### src/rtl/lc3b_evict_buffer_if.sv
// Cache/memory-facing bundle for the eviction buffer: push, lookup, drain and status.
// The slave view belongs to the buffer; the master view belongs to the cache/memory side.
interface lc3b_evict_buffer_if #(
  parameter int LINE_W = 128,
  parameter int ADDR_W = 12,
  parameter int DEPTH  = 4
);
  localparam int CNT_W = $clog2(DEPTH + 1);

  logic              push_valid;
  logic              push_ready;
  logic [ADDR_W-1:0] push_addr;
  logic [LINE_W-1:0] push_data;
  logic [ADDR_W-1:0] lookup_addr;
  logic              lookup_hit;
  logic [LINE_W-1:0] lookup_data;
  logic              pmem_write;
  logic [ADDR_W-1:0] pmem_address;
  logic [LINE_W-1:0] pmem_wdata;
  logic              pmem_resp;
  logic              empty;
  logic              full;
  logic [CNT_W-1:0]  count;

  modport slave (
    input  push_valid, push_addr, push_data, lookup_addr, pmem_resp,
    output push_ready, lookup_hit, lookup_data, pmem_write, pmem_address,
           pmem_wdata, empty, full, count
  );

  modport master (
    output push_valid, push_addr, push_data, lookup_addr, pmem_resp,
    input  push_ready, lookup_hit, lookup_data, pmem_write, pmem_address,
           pmem_wdata, empty, full, count
  );
endinterface

### src/rtl/lc3b_evict_buffer.sv
// Victim FIFO between L1 D-cache and memory; coalesces repeat evictions, 1-cycle push-to-write when empty.
// Backpressure: push_ready = !full from registered state; head held on pmem_* until pmem_resp.
module lc3b_evict_buffer #(
  parameter int LINE_W = 128,
  parameter int ADDR_W = 12,
  parameter int DEPTH  = 4
) (
  input  logic                   clk,
  input  logic                   reset_n,
  lc3b_evict_buffer_if.slave     bus
);
  localparam int PTR_W = $clog2(DEPTH);
  localparam int CNT_W = $clog2(DEPTH + 1);
  localparam logic [CNT_W-1:0] DEPTH_C = CNT_W'(DEPTH);

  logic [ADDR_W-1:0] addr_q [DEPTH];
  logic [LINE_W-1:0] data_q [DEPTH];
  logic [DEPTH-1:0]  vld_q;
  logic [PTR_W-1:0]  head_q;
  logic [PTR_W-1:0]  tail_q;
  logic [CNT_W-1:0]  count_q;

  logic              empty;
  logic              full;
  logic              push_acc;
  logic              pop;
  logic              alloc;
  logic              coal_hit;
  logic [PTR_W-1:0]  coal_idx;
  logic [PTR_W-1:0]  lk_idx;
  logic              lk_hit;
  logic [LINE_W-1:0] lk_data;

  assign empty    = (count_q == '0);
  assign full     = (count_q == DEPTH_C);
  assign push_acc = bus.push_valid && !full;
  assign pop      = bus.pmem_resp && !empty;
  assign alloc    = push_acc && !coal_hit;

  assign bus.push_ready   = !full;
  assign bus.empty        = empty;
  assign bus.full         = full;
  assign bus.count        = count_q;
  assign bus.pmem_write   = !empty;
  assign bus.pmem_address = addr_q[head_q];
  assign bus.pmem_wdata   = data_q[head_q];
  assign bus.lookup_hit   = lk_hit;
  assign bus.lookup_data  = lk_data;

  // Any valid head is being written to memory, so its data is frozen and never a coalesce target.
  always_comb begin
    coal_hit = 1'b0;
    coal_idx = '0;
    for (int i = 0; i < DEPTH; i++) begin
      if (vld_q[i] && (addr_q[i] == bus.push_addr) && (PTR_W'(i) != head_q)) begin
        coal_hit = 1'b1;
        coal_idx = PTR_W'(i);
      end
    end
  end

  // Walk oldest to youngest so the entry nearest tail overrides earlier matches.
  always_comb begin
    lk_hit  = 1'b0;
    lk_data = '0;
    lk_idx  = '0;
    for (int k = 0; k < DEPTH; k++) begin
      lk_idx = head_q + PTR_W'(k);
      if ((CNT_W'(k) < count_q) && vld_q[lk_idx] && (addr_q[lk_idx] == bus.lookup_addr)) begin
        lk_hit  = 1'b1;
        lk_data = data_q[lk_idx];
      end
    end
  end

  always_ff @(posedge clk or negedge reset_n) begin
    if (!reset_n) begin
      vld_q   <= '0;
      head_q  <= '0;
      tail_q  <= '0;
      count_q <= '0;
    end else begin
      if (alloc) begin
        vld_q[tail_q] <= 1'b1;
        tail_q        <= tail_q + PTR_W'(1);
      end
      if (pop) begin
        vld_q[head_q] <= 1'b0;
        head_q        <= head_q + PTR_W'(1);
      end
      case ({alloc, pop})
        2'b10:   count_q <= count_q + CNT_W'(1);
        2'b01:   count_q <= count_q - CNT_W'(1);
        default: count_q <= count_q;
      endcase
    end
  end

  always_ff @(posedge clk) begin
    if (alloc) begin
      addr_q[tail_q] <= bus.push_addr;
      data_q[tail_q] <= bus.push_data;
    end else if (push_acc && coal_hit) begin
      data_q[coal_idx] <= bus.push_data;
    end
  end
endmodule

### src/flat_wrapper.sv
// flat-port wrapper written by rule: the top's interface ports become plain ports
module lc3b_evict_buffer_flat 
#(
  parameter int LINE_W = 128,
  parameter int ADDR_W = 12,
  parameter int DEPTH  = 4
)
  (clk, reset_n, bus_push_valid, bus_push_addr, bus_push_data, bus_lookup_addr, bus_pmem_resp, bus_push_ready, bus_lookup_hit, bus_lookup_data, bus_pmem_write, bus_pmem_address, bus_pmem_wdata, bus_empty, bus_full, bus_count);
  lc3b_evict_buffer_if #(.LINE_W(LINE_W), .ADDR_W(ADDR_W), .DEPTH(DEPTH)) bus_i ();
  input  logic clk;
  input  logic reset_n;
  input wire logic [$bits(bus_i.push_valid)-1:0] bus_push_valid;
  input wire logic [$bits(bus_i.push_addr)-1:0] bus_push_addr;
  input wire logic [$bits(bus_i.push_data)-1:0] bus_push_data;
  input wire logic [$bits(bus_i.lookup_addr)-1:0] bus_lookup_addr;
  input wire logic [$bits(bus_i.pmem_resp)-1:0] bus_pmem_resp;
  output wire logic [$bits(bus_i.push_ready)-1:0] bus_push_ready;
  output wire logic [$bits(bus_i.lookup_hit)-1:0] bus_lookup_hit;
  output wire logic [$bits(bus_i.lookup_data)-1:0] bus_lookup_data;
  output wire logic [$bits(bus_i.pmem_write)-1:0] bus_pmem_write;
  output wire logic [$bits(bus_i.pmem_address)-1:0] bus_pmem_address;
  output wire logic [$bits(bus_i.pmem_wdata)-1:0] bus_pmem_wdata;
  output wire logic [$bits(bus_i.empty)-1:0] bus_empty;
  output wire logic [$bits(bus_i.full)-1:0] bus_full;
  output wire logic [$bits(bus_i.count)-1:0] bus_count;
  assign bus_i.push_valid = bus_push_valid;
  assign bus_i.push_addr = bus_push_addr;
  assign bus_i.push_data = bus_push_data;
  assign bus_i.lookup_addr = bus_lookup_addr;
  assign bus_i.pmem_resp = bus_pmem_resp;
  assign bus_push_ready = bus_i.push_ready;
  assign bus_lookup_hit = bus_i.lookup_hit;
  assign bus_lookup_data = bus_i.lookup_data;
  assign bus_pmem_write = bus_i.pmem_write;
  assign bus_pmem_address = bus_i.pmem_address;
  assign bus_pmem_wdata = bus_i.pmem_wdata;
  assign bus_empty = bus_i.empty;
  assign bus_full = bus_i.full;
  assign bus_count = bus_i.count;
  lc3b_evict_buffer #(.LINE_W(LINE_W), .ADDR_W(ADDR_W), .DEPTH(DEPTH)) u_core (.clk(clk), .reset_n(reset_n), .bus(bus_i));
endmodule
### config.mk
export PLATFORM = sky130hd
export DESIGN_NAME = lc3b_evict_buffer_flat
export DESIGN_NICKNAME = d
export VERILOG_FILES = /design/src/rtl/lc3b_evict_buffer_if.sv /design/src/rtl/lc3b_evict_buffer.sv /design/src/flat_wrapper.sv
export SDC_FILE = /design/constraint.sdc
export NUM_CORES = 1
export LEC_CHECK = 0
export BUFFER_PORTS_ARGS = -buffer_cell sky130_fd_sc_hd__buf_2
export CAP_MARGIN = 10
export CELL_PAD_IN_SITES_DETAIL_PLACEMENT = 0
export CELL_PAD_IN_SITES_GLOBAL_PLACEMENT = 1
export CORE_UTILIZATION = 35
export DETAILED_ROUTE_END_ITERATION = 16
export PLACE_DENSITY = 0.67
export RECOVER_POWER = 50
export SKIP_LAST_GASP = 1
export SLEW_MARGIN = 20
export SYNTH_ARGS = -nofsm -noshare
export SYNTH_HDL_FRONTEND = slang
export SYNTH_SLANG_ARGS = --single-unit
### constraint.sdc
create_clock -name clk -period 7.26 [get_ports clk]
set_input_delay 0 -clock clk [delete_from_list [all_inputs] [get_ports clk]]
set_output_delay 0 -clock clk [all_outputs]
set_load 0.02 [all_outputs]
# ---- Word level (Yosys, flattened, before mapping)
# Memories as Yosys holds them, arrays and structs flattened.
# Index checks and enable logic that the tools add are counted.
# Widths: inputs -> output; s select.
dict set report totals {
  reg_bits 11
  mem_bits_rw 560
  inputBits 156
  out_inout_bits 276
  elab_cells 107
  mem_count 2
}
dict set report op_classes {
  addsub 6
  order_cmp 11
  eq_ne 14
  mux 38
  bitwise 3
  n_reduce_logical 29
}
# memory depth word_bits read_ports rd_clocked_by_memory_dff write_ports line_no
set memory_table {}
lappend memory_table {u_core.data_q 4 128 4 0 1 lc3b_evict_buffer.sv:17} ;# logic [LINE_W-1:0] data_q [DEPTH];
lappend memory_table {u_core.addr_q 4 12 8 0 1 lc3b_evict_buffer.sv:16} ;# logic [ADDR_W-1:0] addr_q [DEPTH];
# op n
set ops {}
lappend ops {{$mux 128} 5}
lappend ops {{$reduce_or 128->1} 1}
lappend ops {{$eq 12x12->1} 8}
lappend ops {{$logic_and 1x1->1} 22}
lappend ops {{$mux 1} 21}
lappend ops {{$lt 2x3->1 const B} 5}
lappend ops {{$bmux 1 s2} 4}
lappend ops {{$mux 4} 2}
lappend ops {{$lt 1x3->1 const A} 2}
lappend ops {{$lt 2x3->1 const A} 2}
lappend ops {{$mux 2} 3}
lappend ops {{$pmux 3 s2} 1}
lappend ops {{$add 2x1->2 const B} 2}
lappend ops {{$add 2x2->2 const B} 2}
lappend ops {{$and 4x4->4} 1}
lappend ops {{$demux 1 s2} 2}
lappend ops {{$ge 2x1->1 const B} 2}
lappend ops {{$ne 2x2->1 const A} 2}
lappend ops {{$not 4->4} 1}
lappend ops {{$or 4x4->4} 1}
lappend ops {{$reduce_bool 2->1} 2}
lappend ops {{$add 3x1->3 const B} 1}
lappend ops {{$eq 3x3->1 const B} 1}
lappend ops {{$logic_not 1->1} 3}
lappend ops {{5 further kinds} 5}

# ---- Longest topological paths before layout
# Gate-level depths: netlist of run 1.
# An unclocked memory read counts as a cell.
dict set report depth {
  depth_word 14
  ltp_mapped 18
  ltp_nobuf 11
}

# ---- Worst setup path after synthesis of run 1
# No wires, ideal clock.
dict set report synth_timing {
  kind {flip-flop to flip-flop}
  start {register u_core.head_q[0]}
  end {memory u_core.data_q[2][0] (enable)}
  setup_ns 0.617
  arrival_ns 7.261
  required_time_ns 6.643
  path_slack_ns -0.618
  stages_incl_launch_ff 12
  n_path_buf 4
  period_less_slack_ns 7.878
  path_cell_list {dfrtp_1 > buf_6 > buf_6 > buf_6 > inv_2 > buf_2 > ha_1 > nor3b_1 > nand4_1 > a21boi_0 > a21oi_1 > nor2_1}
}
dict set report synth_via {
  elab_chain_cells 12
  word_cells_on_any_way 26
  cone_classes {eq/ne (3); mux (14); reduce/logical (9)}
}
# element line_no
set synth_lines {}
lappend synth_lines {{start, declared} lc3b_evict_buffer.sv:19} ;# logic [PTR_W-1:0] head_q;
lappend synth_lines {{start signal, assigned} lc3b_evict_buffer.sv:89} ;# head_q <= head_q + PTR_W'(1);
lappend synth_lines {{$reduce_bool 2->1} lc3b_evict_buffer.sv:55} ;# if (vld_q[i] && (addr_q[i] == bus.push_addr) && (PTR_W'(i) != head_q)) begin
lappend synth_lines {{$logic_and 1x1->1} lc3b_evict_buffer.sv:55}
lappend synth_lines {{$mux 1 (4 in a row)} lc3b_evict_buffer.sv:55}
lappend synth_lines {{$logic_and 1x1->1 or $logic_not 1->1 (tied branches)} {lc3b_evict_buffer.sv:103, lc3b_evict_buffer.sv:38}}
lappend synth_lines {{$mux 1 or $logic_and 1x1->1 (tied branches)} {lc3b_evict_buffer.sv:103, lc3b_evict_buffer.sv:38}}
lappend synth_lines {{$mux 1} lc3b_evict_buffer.sv:100} ;# if (alloc) begin
lappend synth_lines {{$mux 1 (implied by the code)} lc3b_evict_buffer.sv:104} ;# data_q[coal_idx] <= bus.push_data;
lappend synth_lines {{$reduce_or 128->1 (no line)} -}
lappend synth_lines {{$mux 2 (no line) or $mux 1 (tied branches)} -}
lappend synth_lines {{end, declared} lc3b_evict_buffer.sv:17}
# Parallel ways exist; a longest one is shown, timed or not.

# ---- Worst setup path after layout of run 1
dict set report layout_timing {
  start {register u_core.head_q[1]}
  end {output bus_lookup_data[76]}
}
dict set report layout_via {
  elab_chain_cells 8
  word_cells_on_any_way 29
  cone_classes {add/sub (3); eq/ne (4); mux (12); reduce/logical (8); memory (2)}
}
# element line_no
set layout_lines {}
lappend layout_lines {{branches (longest 7 deep; another with $mem_v2 4x12)} -}
lappend layout_lines {{$mux 128 *} lc3b_evict_buffer.sv:69} ;# if ((CNT_W'(k) < count_q) && vld_q[lk_idx] && (addr_q[lk_idx] == bus.lookup_addr)) begin
lappend layout_lines {{end, declared} flat_wrapper.sv:19} ;# output wire logic [$bits(bus_i.lookup_data)-1:0] bus_lookup_data;
# Mark *: on every way between the ends. The select of a mux whose other input is x is not followed.

==> results_dict.tcl, run 1 <==
set metrics [dict create \
    outcome "finished, violations left" \
    violations "max-capacitance violations, max-slew violations" \
    arrival_ns 6.67 \
    initial_core_util_pct 35.48 \
    startpoint "u_core.head_q[1]" \
    nNetsFinal 3033 \
    grt_max_degree 150 \
    startpoint_type "flop" \
    vdd_drop_max_mv 0.4897 \
    place_ws_ns 1.544 \
    num_vias 28210 \
    final-setup-viol-count 0 \
    dieArea_mm2 0.1105 \
    setup_slack_ns 0.5933 \
    min_path_type "in2reg" \
    dp_hpwl_mm 71.77 \
    synth_edf_count 560 \
    via_per_inst 6.517 \
    syn-num-nets 2644 \
    grt_pass1_vias 29070 \
    pwr-share-seq_pct 25.1 \
    swShare_pct 42.16 \
    tns_ns 0 \
    yosys.area.top_type "edfxtp_1" \
    p_per_area_mw_per_mm2 445.6 \
    synth.area.top_cells "edfxtp_1 44%, mux4_2 32%, nand4_1 4.3%" \
    fill_cells 9717 \
    synthFlopType "edfxtp_1" \
    h-tree-depth 3 \
    grt.busiest_layer "met2" \
    ys_ff_latch 571 \
    p_leak_uw 0.01478 \
    worstMarginPinSlew_ns 4.225 \
    drc 0 \
    syn2layout_area_growth_pct 17.38 \
    gr-usage-met1_pct 25.84 \
    yosysUniqueCellTypes 55 \
    fmax_ghz 0.1500 \
    worstSetupPathType "reg2out" \
    core_area_mm2 0.1077 \
    maxSlewHeadroom_pct -181.6 \
    synthAdderAreaFrac_pct 0.4259 \
    hold_end "u_core.tail_q[0]" \
    slew_violations 304 \
    synth_compound_area_share_pct 8.642 \
    antenna_found_initial 8 \
    clk_path_buf_depth 3 \
    wl_mm 123.6 \
    drtAntennaViolNets 0 \
    synthSimpleGateAreaFrac_pct 5.340 \
    yosys_warnings 0 \
    whs_ns 0.07698 \
    synth.most_common_cell "edfxtp_1" \
    end_kind "output port" \
    drv_cap 3 \
    place_congestion 0.8812 \
    yosysSeqAreaShare_pct 44.75 \
    regToRegSetupSlack_ns 1.28 \
    rsz0062_at_grt "no" \
    drive_above_1_share_pct 33.52 \
    port_buffers 431 \
    min_from "bus_push_valid" \
    dr.pass1.iters 6 \
    critical_path.max_fanout 144 \
    grt.total_usage_pct 21.73 \
    use_met3_pct 4.833 \
    fin_total_pwr_uw 19980 \
    clockRootBuffer "clkbuf_16" \
    clk_pin_slew_ns 0.05 \
    synth_top_family_by_area "multiplexers" \
    synth_mux_area_share_pct 33.15 \
    r2r-end "u_core.data_q[1][31]" \
    cts_tree "done" \
    avgSynthCellArea_um2 15.43 \
    ios 432 \
    critical_path_required_ns 7.26 \
    fin_crit_ns 6.667 \
    wl_per_cell_um 28.54 \
    die-width_um 332.3 \
    cts_resized 0 \
    fin_crit_sh_pct 91.83 \
    p_switching_uw 8423 \
    r2r_cells 9 \
    final_area_mm2 0.04483 \
    grt-ovfl-total 0 \
    drt_iter0_markers 2617 \
    finalHoldViolations 0 \
    whs_path_depth 5 \
    worstSkewPairLatency_ns 0.64 \
    die_y_um 332.3 \
    synth-async-reset-ratio_pct 1.926 \
    syn_area_mm2 0.03820 \
    skew_ns 0.01897 \
    numCtsBuffers 71 \
    synth_top_area_share_pct 44.03 \
    combPwrFrac_pct 57.3 \
    grt_pass1_wl_mm 183.0 \
    place_area_mm2 0.04139 \
    synth_common_cells "560 x edfxtp_1, 542 x mux4_2, 265 x nand4_1" \
    intPower_uw 11560 \
    clkSinkCount 571 \
    synthCells 2475 \
    timing.rr.start "u_core.head_q[0]" \
    synth-xor-area-share_pct 2.408 \
    clock_power_share_pct 17.6 \
    rows 120 \
    met2_usage_pct 38.10 \
]
==> worst max path at each step <==
| stage | slack [ns] | end | cells after the start |
|---|---|---|---|
| after floorplan | -0.62 | u_core.data_q[2][0] | 11 |
| after global placement | 1.66 | bus_lookup_data[76] | 11 |
| after detailed placement | 1.54 | bus_lookup_data[72] | 11 |
| after CTS | 0.84 | bus_lookup_data[76] | 11 |
| after global routing | 0.31 | bus_lookup_data[76] | 11 |
| final | 0.59 | bus_lookup_data[76] | 6 |
==> state kept, by name, indices dropped and copies added (netlist names) <==
| name | count |
|---|---|
| u_core.vld_q | 4 |
| u_core.tail_q | 2 |
| u_core.bus.count | 3 |
| u_core.data_q | 512 |
| u_core.head_q | 2 |
| u_core.addr_q | 48 |
==> worst max-delay path: stages, from the launching register on <==
cell	delay, ns
dfrtp_1	0.97
clkbuf_2	2.79
mux4_2	0.79
nand4_1	0.15
o311a_1	0.35
o22ai_1	0.33
buf_2	0.26
==> per-layer routing <==
| metal | up-vias | routed length (µm) |
|---|---|---|
| met5 | - | 24 |
| met4 | 4 | 4395 |
| met3 | 276 | 10520 |
| met2 | 1449 | 62970 |
| met1 | 14930 | 45660 |
| li1 | 11550 | - |
==> final cells by class <==
class                           count  area (µm²)  share of cell area (%)
Clock inverter                     39       392.9                  0.8763
Tap cell                         1403        1755                   3.915
Timing Repair Buffer              625        3940                   8.788
Multi-Input combinational cell   1453       19200                   42.84
Antenna cell                        8       20.02                 0.04465
Clock buffer                       88        1892                   4.220
Inverter                          142       533.0                   1.189
Sequential cell                   571       17100                   38.13
==> through the flow <==
stage                     utilization, %  instances
after global routing               41.64       4325
final                              41.65       4329
after detailed placement           38.45       4051
after global placement             38.45       4051
after floorplan                        -       2475
after CTS                          41.90       4321
==> power by group through the flow <==
stage	combinational (µW)	sequential (µW)	clock [µW]
4_1_cts	11400	4990	3600
3_3_place_gp	11200	4950	0
5_1_grt	12100	5100	3710
2_1_floorplan	8520	4890	0
3_5_place_dp	11300	5050	0
6_report	11500	5010	3510
==> logic make-up (layout without fill, tap and decap cells) <==
logic type                 after synthesis  in the layout
other                                    0              8
muxes                                  576            576
AOI/OAI and AO/OA                      428            428
and+or+nand+nor                        331            331
adders and majority gates               13             13
xor gates and xnor gates               105            105
buffers and inverters                  451            894
DFF                                    571            571
==> placed cells by master, fill, tap and decap left out, types with 10 or more instances in the layout <==
| cell | instances |
|---|---|
| xor2_1 | 65 |
| o21ai_1 | 32 |
| dfrtp_1 | 10 |
| buf_2 | 222 |
| o22ai_2 | 44 |
| nand2_1 | 10 |
| ha_1 | 12 |
| clkbuf_16 | 72 |
| clkinv_1 | 12 |
| o21ai_0 | 105 |
| edfxtp_1 | 560 |
| mux4_2 | 542 |
| nand3_1 | 12 |
| mux2i_1 | 26 |
| dlygate4sd3_1 | 143 |
| xnor2_1 | 40 |
| o22ai_1 | 86 |
| buf_12 | 19 |
| clkbuf_1 | 222 |
| o311a_1 | 128 |
| nand4_1 | 265 |
| inv_1 | 142 |
| buf_4 | 29 |
| clkinv_2 | 11 |
==> timing repair <==
| action | 4_1_cts | 5_1_grt |
|---|---|---|
| setup buffers | 0 | 0 |
| hold buffers | 143 | 0 |
| endpoints found under the hold margin | 575 | 0 |
Power figures use the tool's default switching activity.
==> run 2, diff against run 1 <==
==> constraint.sdc (replaced) <==
create_clock -name clk -period 6.1 [get_ports clk]
set_input_delay 0 -clock clk [delete_from_list [all_inputs] [get_ports clk]]
set_output_delay 0 -clock clk [all_outputs]
set_load 0.02 [all_outputs]
==> run 2 against run 1 <==
Critical path type unchanged. Highest routed layer unchanged. Largest cell class unchanged. Clock power increased by 17%. Critical path depth up 4. The run still ends with max-capacitance violations, max-slew violations left. Non-clock buffer count increased by 5. Global-route usage increased by 0.087 points.
==> results_dict.tcl, run 2 (same netlist as run 1, synthesis figures left out) <==
set metrics [dict create \
    outcome "finished, violations left" \
    violations "max-capacitance violations, max-slew violations" \
    min_path_type "in2reg" \
    max_stage_delay_ns 0.78 \
    wl_mm 123.5 \
    final_area_mm2 0.04487 \
    startpoint "u_core.head_q[0]" \
    end_kind "output port" \
    core_area_mm2 0.1077 \
    arrival_ns 5.49 \
    grt_pass1_vias 28780 \
    dp_hpwl_mm 71.32 \
    clk_path_buf_depth 3 \
    cts_resized 0 \
    place_ws_ns 1.214 \
    crit_slowest_cell "buf_4" \
    die-width_um 332.3 \
    final-setup-viol-count 0 \
    path_cells "buf_4 > buf_4 > mux4_2 > xnor2_1 > nor4_2 > nand2_8 > buf_4 > o311a_1 > o22ai_1 > buf_2" \
    top_regs "u_core.data_q: 512 flops, u_core.addr_q: 48 flops, u_core.vld_q: 4 flops" \
    grt_max_degree 143 \
    drc 0 \
    place_congestion 0.8714 \
    critPathMostFrequentCell "buf_4" \
    fill_cells 9756 \
    regToRegSetupSlack_ns 0.73 \
    slew_violations 130 \
    tns_ns 0 \
    rows 120 \
    fmax_ghz 0.1822 \
    clockRootBuffer "clkbuf_16" \
    worstMarginPinSlew_ns 2.541 \
    place_area_mm2 0.04148 \
    ios 432 \
    num_vias 28240 \
    drv_cap 2 \
    whs_ns 0.07010 \
    mostFrequentLayoutCells "560 x edfxtp_1, 542 x mux4_2, 265 x nand4_1" \
    drt_iter0_markers 2448 \
    critical_path.max_fanout 84 \
    antenna_found_initial 5 \
    timing.rr.start "u_core.head_q[0]" \
    drive_above_1_share_pct 33.85 \
    grt-ovfl-total 0 \
    setup_slack_ns 0.6116 \
    ff_latch_area_mm2 0.01710 \
    p_leak_uw 0.01480 \
    h-tree-depth 3 \
    r2r-end "u_core.data_q[2][90]" \
    p_per_area_mw_per_mm2 524.3 \
    largest_register_ffs 512 \
    initial_core_util_pct 35.48 \
    maxSlewHeadroom_pct -69.37 \
    fin_crit_ns 5.488 \
    vdd_drop_max_mv 0.6852 \
    via_per_inst 6.521 \
    setup.worst_path.end "bus_lookup_data[99]" \
    path_buf_inv 4 \
    grt_pass1_wl_mm 183.6 \
    clk_pin_slew_ns 0.05 \
    fin_crit_sh_pct 89.97 \
    drtAntennaViolNets 0 \
    r2r_cells 10 \
    die_y_um 332.3 \
    port_buffers 431 \
    syn2layout_area_growth_pct 17.48 \
    path_depth 10 \
    finalHoldViolations 0 \
    startpoint_type "flop" \
    critical_path_required_ns 6.10 \
    critical-path-top-delay-family "buffers and inverters" \
    clkSinkCount 571 \
    dr.pass1.iters 5 \
    rsz0062_at_grt "no" \
    wl_per_cell_um 28.53 \
    top_register "u_core.data_q" \
    skew_ns 0.03318 \
    grt.total_usage_pct 21.81 \
    fin_total_pwr_uw 23530 \
    nNetsFinal 3037 \
    cts_tree "done" \
    worstSetupPathType "reg2out" \
    worstSkewPairLatency_ns 0.65 \
    multiInputGateArea_mm2 0.01920 \
    dieArea_mm2 0.1105 \
    cts_setup_buffers 0 \
    final_common_cell "edfxtp_1" \
    numCtsBuffers 70 \
]
## run 2: timing repair
item / CTS / global route
endpoints found under the setup margin: 0 / 0
hold endpoints to repair: 577 / 0
hold buffers: 143 / 0
## run 2: per-stage QoR
stage          instances  util (%)
2_1_floorplan       2475         -
3_3_place_gp        4056     38.53
3_5_place_dp        4056     38.53
4_1_cts             4325     41.92
5_1_grt             4327     41.68
6_report            4330     41.68
## run 2: per-layer routing
| layer | part of all wire [%] | routed length (µm) | GRT usage [%] |
|---|---|---|---|
| met5 | 0.0081 | 10 | 0 |
| met1 | 37 | 45730 | 26.01 |
| met3 | 7.8 | 9583 | 4.355 |
| met4 | 3.4 | 4197 | 8.924 |
| met2 | 52 | 64010 | 38.38 |
## run 2: power by group
group          switching, µW  internal (µW)
registers                610           5230
clock network           1680           2420
logic                   7650           5940
## run 2: cell type report
class / instances / area share, %
multi-input cells: 1453 / 42.80
flip-flops and latches: 571 / 38.11
repair buffers: 630 / 9.023
clock buffers: 91 / 4.171
well taps: 1403 / 3.912
inverters: 142 / 1.188
clock inverters: 35 / 0.7752
diodes: 5 / 0.02788
## run 2: worst register-to-register path, delay by kind of cell (launching register included)
family / cells / cell delay (ns)
AO/OA/AOI/OAI: 1 / 0.39
adder cells (fa/ha/maj): 1 / 0.41
buffers and inverters: 3 / 1.99
flip-flops: 1 / 0.47
AND/OR/NAND/NOR: 5 / 1.27
## run 2: worst min-delay path by stage
| stage | start | end | slack [ns] | cells past startpoint |
|---|---|---|---|---|
| after floorplan | reset_n | u_core.bus.count[0] | -0.30 | 0 |
| after global placement | reset_n | u_core.bus.count[1] | -0.09 | 1 |
| after detailed placement | reset_n | u_core.bus.count[0] | -0.09 | 1 |
| after CTS | bus_push_valid | u_core.tail_q[0] | 0.01 | 5 |
| after global routing | bus_push_valid | u_core.tail_q[0] | 0.11 | 5 |
| final | bus_push_valid | u_core.tail_q[0] | 0.07 | 5 |
